<file path="config.mk">
export PLATFORM = sky130hd
export DESIGN_NAME = usart_rx
export DESIGN_NICKNAME = d
export VERILOG_FILES = /design/src/rtl/usart_rx.sv
export SDC_FILE = /design/constraint.sdc
export NUM_CORES = 1
export LEC_CHECK = 0
export CAP_MARGIN = 30
export CORE_MARGIN = 2
export CORE_UTILIZATION = 60
export DETAILED_ROUTE_END_ITERATION = 8
export DONT_BUFFER_PORTS = 1
export GPL_ROUTABILITY_DRIVEN = 0
export PLACE_DENSITY = 0.76
export SETUP_SLACK_MARGIN = 0.02
export SLEW_MARGIN = 5
export SYNTH_ARGS = -nofsm -noshare
export SYNTH_HDL_FRONTEND = slang
export SYNTH_SLANG_ARGS = --single-unit
</file>
<file path="constraint.sdc">
create_clock -name clk -period 3 [get_ports clk]
set_input_delay 0.6 -clock clk [delete_from_list [all_inputs] [get_ports clk]]
set_output_delay 0.6 -clock clk [all_outputs]
set_load 0.05 [all_outputs]
</file>
<file path="src/rtl/usart_rx.sv">
// USART receiver: 2-flop synchronized line, mid-bit sampling,
// one-cycle valid / frame_err strobes, configurable data and stop bits.
module usart_rx #(
  parameter int CLK_FREQ  = 100000000,
  parameter int BAUD_RATE = 115200,
  parameter int DATA_BITS = 8,
  parameter int STOP_BITS = 1
) (
  input  logic                 clk,
  input  logic                 reset,
  input  logic                 rx,
  output logic [DATA_BITS-1:0] data,
  output logic                 valid,
  output logic                 frame_err,
  output logic                 busy
);

  localparam int CPB  = CLK_FREQ / BAUD_RATE;
  localparam int HALF = CPB / 2;
  localparam int CW   = $clog2(CPB);
  localparam int BW   = $clog2(DATA_BITS);

  localparam logic [CW-1:0] C_HALF = CW'(HALF - 1);
  localparam logic [CW-1:0] C_LAST = CW'(CPB - 1);
  localparam logic [BW-1:0] B_LAST = BW'(DATA_BITS - 1);
  localparam logic          S_LAST = 1'(STOP_BITS - 1);

  typedef enum logic [1:0] {
    IDLE,
    START,
    DATA,
    STOP
  } state_t;

  state_t               r_state;
  logic                 r_sync;
  logic                 r_rx_s;
  logic                 r_prev;
  logic [CW-1:0]        r_cnt;
  logic [BW-1:0]        r_bit;
  logic                 r_stop;
  logic                 r_err;
  logic [DATA_BITS-1:0] r_shift;
  logic [DATA_BITS-1:0] r_data;
  logic                 r_valid;
  logic                 r_ferr;

  logic w_tick;
  logic w_err;

  assign w_tick    = (r_cnt == C_LAST);
  assign w_err     = r_err | ~r_rx_s;
  assign data      = r_data;
  assign valid     = r_valid;
  assign frame_err = r_ferr;
  assign busy      = (r_state != IDLE);

  // Idle-high reset values keep a line already low from looking like a start edge.
  always_ff @(posedge clk or posedge reset) begin
    if (reset) begin
      r_sync <= 1'b1;
      r_rx_s <= 1'b1;
      r_prev <= 1'b1;
    end else begin
      r_sync <= rx;
      r_rx_s <= r_sync;
      r_prev <= r_rx_s;
    end
  end

  always_ff @(posedge clk or posedge reset) begin
    if (reset) begin
      r_state <= IDLE;
      r_cnt   <= '0;
      r_bit   <= '0;
      r_stop  <= 1'b0;
      r_err   <= 1'b0;
      r_shift <= '0;
      r_data  <= '0;
      r_valid <= 1'b0;
      r_ferr  <= 1'b0;
    end else begin
      r_valid <= 1'b0;
      r_ferr  <= 1'b0;
      unique case (r_state)
        IDLE: begin
          r_cnt <= '0;
          if (r_prev && !r_rx_s) r_state <= START;
        end
        START: begin
          if (r_cnt == C_HALF) begin
            r_cnt <= '0;
            r_bit <= '0;
            r_state <= r_rx_s ? IDLE : DATA;
          end else begin
            r_cnt <= r_cnt + CW'(1);
          end
        end
        DATA: begin
          if (w_tick) begin
            r_cnt   <= '0;
            // LSB arrives first, so shifting in from the top lands it at bit 0.
            r_shift <= {r_rx_s, r_shift[DATA_BITS-1:1]};
            if (r_bit == B_LAST) begin
              r_state <= STOP;
              r_stop  <= 1'b0;
              r_err   <= 1'b0;
            end else begin
              r_bit <= r_bit + BW'(1);
            end
          end else begin
            r_cnt <= r_cnt + CW'(1);
          end
        end
        STOP: begin
          if (w_tick) begin
            r_cnt <= '0;
            r_err <= w_err;
            if (r_stop == S_LAST) begin
              r_state <= IDLE;
              if (w_err) begin
                r_ferr <= 1'b1;
              end else begin
                r_data  <= r_shift;
                r_valid <= 1'b1;
              end
            end else begin
              r_stop <= 1'b1;
            end
          end else begin
            r_cnt <= r_cnt + CW'(1);
          end
        end
        default: r_state <= IDLE;
      endcase
    end
  end

endmodule
</file>
* Word level (Yosys, flattened, before mapping)
Cells that the tools add are included.
Storage, ports and cells: bits in registers 38, input port bits 3, output and inout port bits 11, logic and storage cells 73
Operators by class: add/subtract/negate cells 2, eq/ne operators 13, multiplexer cells 30, bitwise gates (word level) 4, reduce and logical (&&, ||, !) cells 12
Operators by type and width (count):
- $pmux 10 s3 | 1
- $mux 10 | 2
- $mux 2 | 7
- $ne 2x2->1 const B | 7
- $mux 1 | 13
- $reduce_and 4->1 | 3
- $add 10x1->10 const B | 1
- $eq 10x10->1 const B | 1
- $eq 10x9->1 const B | 1
- $mux 3 | 3
- $pmux 2 s4 | 1
- $pmux 3 s2 | 1
- $reduce_and 6->1 | 1
- $reduce_bool 2->1 | 3
- $eq 2x2->1 const B | 2
- $pmux 1 s2 | 2
- $add 3x1->3 const B | 1
- $eq 3x3->1 const B | 1
- $not 1->1 | 3
- $eq 2x1->1 const B | 1
- $logic_not 2->1 | 1
- $reduce_and 2->1 | 1
- $reduce_or 2->1 | 1
- $logic_and 1x1->1 | 1
- 2 further kinds | 2

* Depth between registers and ports, before layout
Gate-level depths: netlist (run 1).
word-level depth 6, depth in mapped cells 6, mapped depth without buffers 6

* Worst setup path before layout (run 1)
Ideal clock, no wire load.
path type register to register, start register r_cnt[0], end register r_shift[0], library setup time 0.125 ns, arrival 1.737 ns, required time 2.875 ns, setup slack 1.138 ns, stages on the path, launching flop included 7, buffers on the path 1, period minus slack after synthesis 1.862 ns, path through dfrtp_1 ha_1 nand3_1 or2_4 or3_1 buf_6 mux2_4
Between the ends: longest elaborated chain between the ends 2
RTL lines:
- start: declaration | line 39 | logic [CW-1:0] r_cnt;
- start signal: assignment | line 96 | r_cnt <= r_cnt + CW'(1);
- start signal: assignment | line 112 | r_cnt <= r_cnt + CW'(1);
- start signal: assignment | line 131 | r_cnt <= r_cnt + CW'(1);
- $eq 10x10->1 | line 51 | assign w_tick = (r_cnt == C_LAST);
- $reduce_and 2->1 (no source line)
- end signal: assignment | line 103 | r_shift <= {r_rx_s, r_shift[DATA_BITS-1:1]};
- end: declaration | line 43 | logic [DATA_BITS-1:0] r_shift;
Every way passes these cells. A chain may end at the register's enable or synchronous reset.

* Final worst setup path (run 1)
start register r_cnt[0], end register r_shift[2]
Same word-level chain as after synthesis.

==> results.cfg, run 1 <==
[floorplanning]
die_h_um = 56.9
initial_utilization_pct = 61.9
dieWidth_um = 56.9
coreArea_mm2 = 0.00271
rows = 19
io_pins = 14
dieArea_mm2 = 0.00323

[grt]
top_usage_layer = met2
groute.layer.met2.usage_pct = 32.6
first_global_vias = 1003
grt_util_met1_pct = 24.5
track_usage_pct = 20.0
antenna_found_initial = 0
grt_pass1_wl_um = 4760
use_met3_pct = 6.91
grt_overflow = 0
grt_max_degree = 23

[synth]
ys_ff_latch = 37
synthCells = 131
ys_async_sr_fraction_pct = 100
yosysUniqueCellTypes = 39
synthesis.area_mm2 = 0.00168
synth-main-ff-cell = dfrtp_1
ys_seq_area_share_pct = 55.4
synth.net_count = 138
synth_edf_count = 0
avgSynthCellArea_um2 = 12.8
ys_warn_count = 0

[placement]
placed_cell_area_mm2 = 0.00170
port-buffer-count = 0
place_hpwl_um = 1920
place_ws_ns = 0.877
dp.cells = 160

[power_and_ir_drop]
power_mw = 0.943
ir_drop_uv = 522
powerDensity_mw_per_mm2 = 536
p_leak_nw = 0.834

[routing]
wl_um = 2660
first_pass_iters = 4
viasPerCell = 5.83
wl_per_cell_um = 15.8
via_count = 979
drt-initial-drc-count = 15
ant_nets = 0
route.detailed.drc = 0

[timing]
whs_ns = 0.243
fmax_mhz = 472
fin_crit_sh_pct = 70.7
relSlewSlack_pct = 46.7
fin_crit_ns = 2.12
timing.setup.tns_ns = 0
tightestPinTransition_ns = 0.799
hold_viol_final = 0
layout_setup_ws_ns = 0.879
rsz0062_at_grt = false
drv_slew = 0
skew_ns = 0.00592
finalSetupViolations = 0

[setup_path]
critPathArrivalTime_ns = 2.36
required_ns = 3.24
crit_path_start_kind = flip-flop
crit_path_end_kind = flip-flop
crit_type = flip-flop to flip-flop
crit_fanout = 8

[cells_and_area]
n_antenna_cell = 0
layout.cells.non_filler = 168
final_cell_area_mm2 = 0.00176
drive_gt1_share_pct = 26.3
final_util_pct = 64.9
finish.net_count = 143
area_growth_pct = 4.85

[cts]
numCtsBuffers = 5
postCtsSetupBuffers = 0
cts-root-buf = clkbuf_4
clk_path_buf_depth = 2
post_cts_resized = 0
cts_hold_buf = 0
h-tree-depth = 2
path_clk_slew_ns = 0.11
clock_sink_count = 37
clk_latency_ns = 0.34
tritoncts = built

[status]
status = complete, no violations

[run]
maxCapViolCount = 0

[min_path]
hp-class = primary input to flip-flop
## worst max-delay path: stages (launching register included)
cell and delay [ns]:
dfrtp_1 0.42, ha_1 0.26, nand3_1 0.16, or2_4 0.28, or3_1 0.53, mux2_4 0.37
## state kept, by name, summed over array words and instances, names as in the netlist, 3 cells and up, named ones only
name / cells
r_cnt: 10
data: 8
r_shift: 8
r_bit: 3
## cell type report
class,instances,area [um2]
Clock buffer,5,37.5
Clock inverter,3,17.5
Fill cell,219,952
Inverter,4,15.0
Multi-Input combinational cell,87,712
Sequential cell,37,930
Tap cell,31,38.8
Timing Repair Buffer,1,7.51
## layer usage
layer,share of wire [%],vias to the layer above,routed length (um)
li1,-,475,-
met1,46,484,1240
met2,49,14,1290
met3,3.2,6,84
met4,1.7,0,46
met5,0,-,0
## cell usage in the layout, fill, tap and decap left out, types with 5 or more instances in the layout
cell / n
nand2_1: 7
mux2_4: 8
dfrtp_1: 34
nor2_1: 12
mux2_2: 8
clkbuf_4: 5
nand3_1: 6
nor3_1: 5
## logic make-up (layout without fill, tap and decap cells)
family / count (synthesis) / in the layout / share of synthesized area [%]
AO/OA/AOI/OAI: 8 / 8 / 3.88
XOR/XNOR: 8 / 8 / 4.18
adder cells (fa/ha/maj): 4 / 4 / 2.99
buffers and inverters: 7 / 13 / 2.09
flip-flops: 37 / 37 / 55.4
multiplexers: 18 / 18 / 13.7
AND/OR/NAND/NOR: 49 / 49 / 17.7
## report_power, final
| group | leakage, nW | internal (mW) | switching [mW] | total [mW] |
|---|---|---|---|---|
| clock network | 0.0310 | 0.0883 | 0.161 | 0.250 |
| registers | 0.496 | 0.536 | 0.0499 | 0.586 |
| logic | 0.306 | 0.0478 | 0.0599 | 0.108 |
## path summary, 6_finish.rpt
check | from | end | slack [ns] | cells after the start
setup / recovery | r_cnt[0]$_DFF_PP0_ | r_shift[2]$_DFFE_PP0P_ | 0.88 | 5
hold / removal | rx | r_sync$_DFF_PP1_ | 0.24 | 0
setup reg to reg | r_cnt[0]$_DFF_PP0_ | r_shift[2]$_DFFE_PP0P_ | 0.88 | 5
hold reg to reg | r_sync$_DFF_PP1_ | r_rx_s$_DFF_PP1_ | 0.36 | 0
max in group asynchronous | reset | r_prev$_DFF_PP1_ | 1.93 | 2
min in group asynchronous | reset | r_shift[0]$_DFFE_PP0P_ | 0.28 | 1
## synthesized netlist by cell type (2+ instances only)
cell | instances | area share [%]
and4_1 | 2 | 1.0
dfrtp_1 | 34 | 51
dfstp_2 | 3 | 4.7
ha_1 | 4 | 3.0
inv_1 | 4 | 0.90
mux2_2 | 8 | 5.4
mux2_4 | 8 | 7.2
mux2i_1 | 2 | 1.2
nand2_1 | 7 | 1.6
nand3_1 | 6 | 1.8
nand4_1 | 2 | 0.75
nor2_1 | 12 | 2.7
nor3_1 | 5 | 1.5
o21ai_0 | 2 | 0.60
or3_1 | 2 | 0.75
xnor2_1 | 4 | 2.1
xor2_1 | 4 | 2.1
Power figures use the tool's default switching activity.
==> run 2: changes to the inputs <==
==> constraint.sdc (replaced) <==
create_clock -name clk -period 2.1 [get_ports clk]
set_input_delay 0.42 -clock clk [delete_from_list [all_inputs] [get_ports clk]]
set_output_delay 0.42 -clock clk [all_outputs]
set_load 0.05 [all_outputs]
==> run 2 against run 1 <==
Net effect: sequential power is 42% higher; first-iteration DRC count is 60% higher; worst hold slack worse by 0.20 ns; global-route usage is 0.11 points higher; flip-flop and latch count stayed put; critical path type unchanged; critical endpoint is now data[4]$_DFFE_PP0P_.
==> results.cfg, run 2 (synthesized netlist as in run 1, its figures left out) <==
[power_and_ir_drop]
ir_drop_uv = 653
intPower_mw = 1.14
pwr-share-clk_pct = 32.9
p_leak_nw = 0.882
p_switching_mw = 0.379
power_frac_comb_pct = 12.3
powerDensity_mw_per_mm2 = 816
p_seq_share_pct = 54.9
power_mw = 1.51
swShare_pct = 25.0

[cells_and_area]
registers.top_by_ff_count = r_cnt
n_antenna_cell = 0
mostFrequentLayoutCell = dfrtp_1
finish.net_count = 148
drive_gt1_share_pct = 28.9
largest_register_ffs = 10
mostFrequentLayoutCells = 34 x dfrtp_1, 12 x nor2_1, 8 x mux2_2, 8 x mux2_4, 7 x nand2_1
area_growth_pct = 10.7
num-fill-cells = 203

[routing]
route.detailed.drc = 0
via_count = 995
wl_um = 2660
ant_nets = 0
drt-initial-drc-count = 24
viasPerCell = 5.75
wl_per_cell_um = 15.4
first_pass_iters = 4

[grt]
track_usage_pct = 20.1
grt_pass1_wl_um = 4810
grt_util_met1_pct = 24.2
grt_overflow = 0
use_met3_pct = 7.14
first_global_vias = 1065
groute.layer.met2.usage_pct = 33.6
grt_max_degree = 23
antenna_found_initial = 0
top_usage_layer = met2

[floorplanning]
dieWidth_um = 56.9
coreArea_mm2 = 0.00271
io_pins = 14
initial_utilization_pct = 61.9
die_h_um = 56.9
rows = 19
dieArea_mm2 = 0.00323

[timing]
rsz0062_at_grt = false
tightestPinTransition_ns = 0.638
drv_slew = 0
timing.setup.tns_ns = 0
skew_ns = 0.0112
fmax_mhz = 533
fin_crit_ns = 1.87
hold_viol_final = 0
relSlewSlack_pct = 57.4
finalSetupViolations = 0
fin_crit_sh_pct = 89.3

[cts]
clock_sink_count = 37
cts_hold_buf = 0
cts-root-buf = clkbuf_4
clk_path_buf_depth = 2
path_clk_slew_ns = 0.11
tritoncts = built
numCtsBuffers = 5
h-tree-depth = 2
clk_latency_ns = 0.33

[setup_path]
rr_worst_depth = 5
crit_path_end_kind = flip-flop
required_ns = 2.32
crit_slowest_cell = dfrtp_1
slowest_delay_ns = 0.45
crit_fanout = 8
crit_path_start_kind = flip-flop
critPathArrivalTime_ns = 2.10
crit_type = flip-flop to flip-flop
path_cells = nor3b_1, nand2_1, nor3_4, buf_12, mux2_2

[placement]
port-buffer-count = 0
place_hpwl_um = 2010

[min_path]
hp-class = primary input to async pin

[status]
status = complete, no violations

[run]
maxCapViolCount = 0
run 2: critical path: cells and delay by family (launching register included):
family,cells,cell delay [ns]
buffers and inverters,1,0.15
multiplexers,1,0.33
flip-flops,1,0.45
AND/OR/NAND/NOR,3,0.85
run 2: power by group through the flow:
stage	clock [mW]	sequential, mW	combinational (mW)
floorplan	0	0.827	0.139
global placement	0	0.837	0.179
detailed placement	0	0.843	0.189
CTS	0.517	0.829	0.191
global route	0.544	0.845	0.217
finish	0.498	0.831	0.186
run 2: final cells by class:
type | instances | area, um2 | area share (%)
clock buffer | 7 | 55.1 | 2.97
clock inverter | 1 | 30.0 | 1.62
inverter | 4 | 15.0 | 0.809
multi-input combinational | 87 | 717 | 38.6
sequential | 37 | 930 | 50.1
tap | 31 | 38.8 | 2.09
timing repair buffer | 6 | 70.1 | 3.78
run 2: per-layer routing:
layer / part of all wire (%) / vias up
met3: 3.0 / 5
met5: 0 / -
met2: 51 / 18
met4: 1.5 / 0
met1: 45 / 490
li1: - / 482
run 2: final timing paths:
path	from	slack [ns]	to
worst max-delay path	r_cnt[2]$_DFF_PP0_	0.23	data[4]$_DFFE_PP0P_
worst min-delay path	reset	0.04	data[1]$_DFFE_PP0P_
worst max register to register	r_cnt[2]$_DFF_PP0_	0.23	data[4]$_DFFE_PP0P_
worst min register to register	r_sync$_DFF_PP1_	0.36	r_rx_s$_DFF_PP1_
max in group asynchronous	reset	1.44	r_rx_s$_DFF_PP1_
min in group clk	rx	0.08	r_sync$_DFF_PP1_
run 2: timing repair:
action,4_1_cts,5_1_grt
resized for setup,0,1
endpoints found under the setup margin,0,16
buffers inserted,0,1
run 2: stage by stage:
| stage | hold slack [ns] | cells | instance area [um2] | util [%] | setup WS (ns) |
|---|---|---|---|---|---|
| final | 0.0448 | 173 | 1860 | 68.5 | 0.226 |
| after global routing | 0.0375 | 173 | 1860 | 68.5 | 0.104 |
| after CTS | 0.0571 | 172 | 1830 | 67.5 | 0.111 |
| after detailed placement | 0.348 | 164 | 1750 | 64.4 | 0.130 |
| after global placement | 0.347 | 164 | 1750 | 64.4 | 0.170 |
| after floorplan | 0.345 | 131 | 1680 | - | 0.238 |
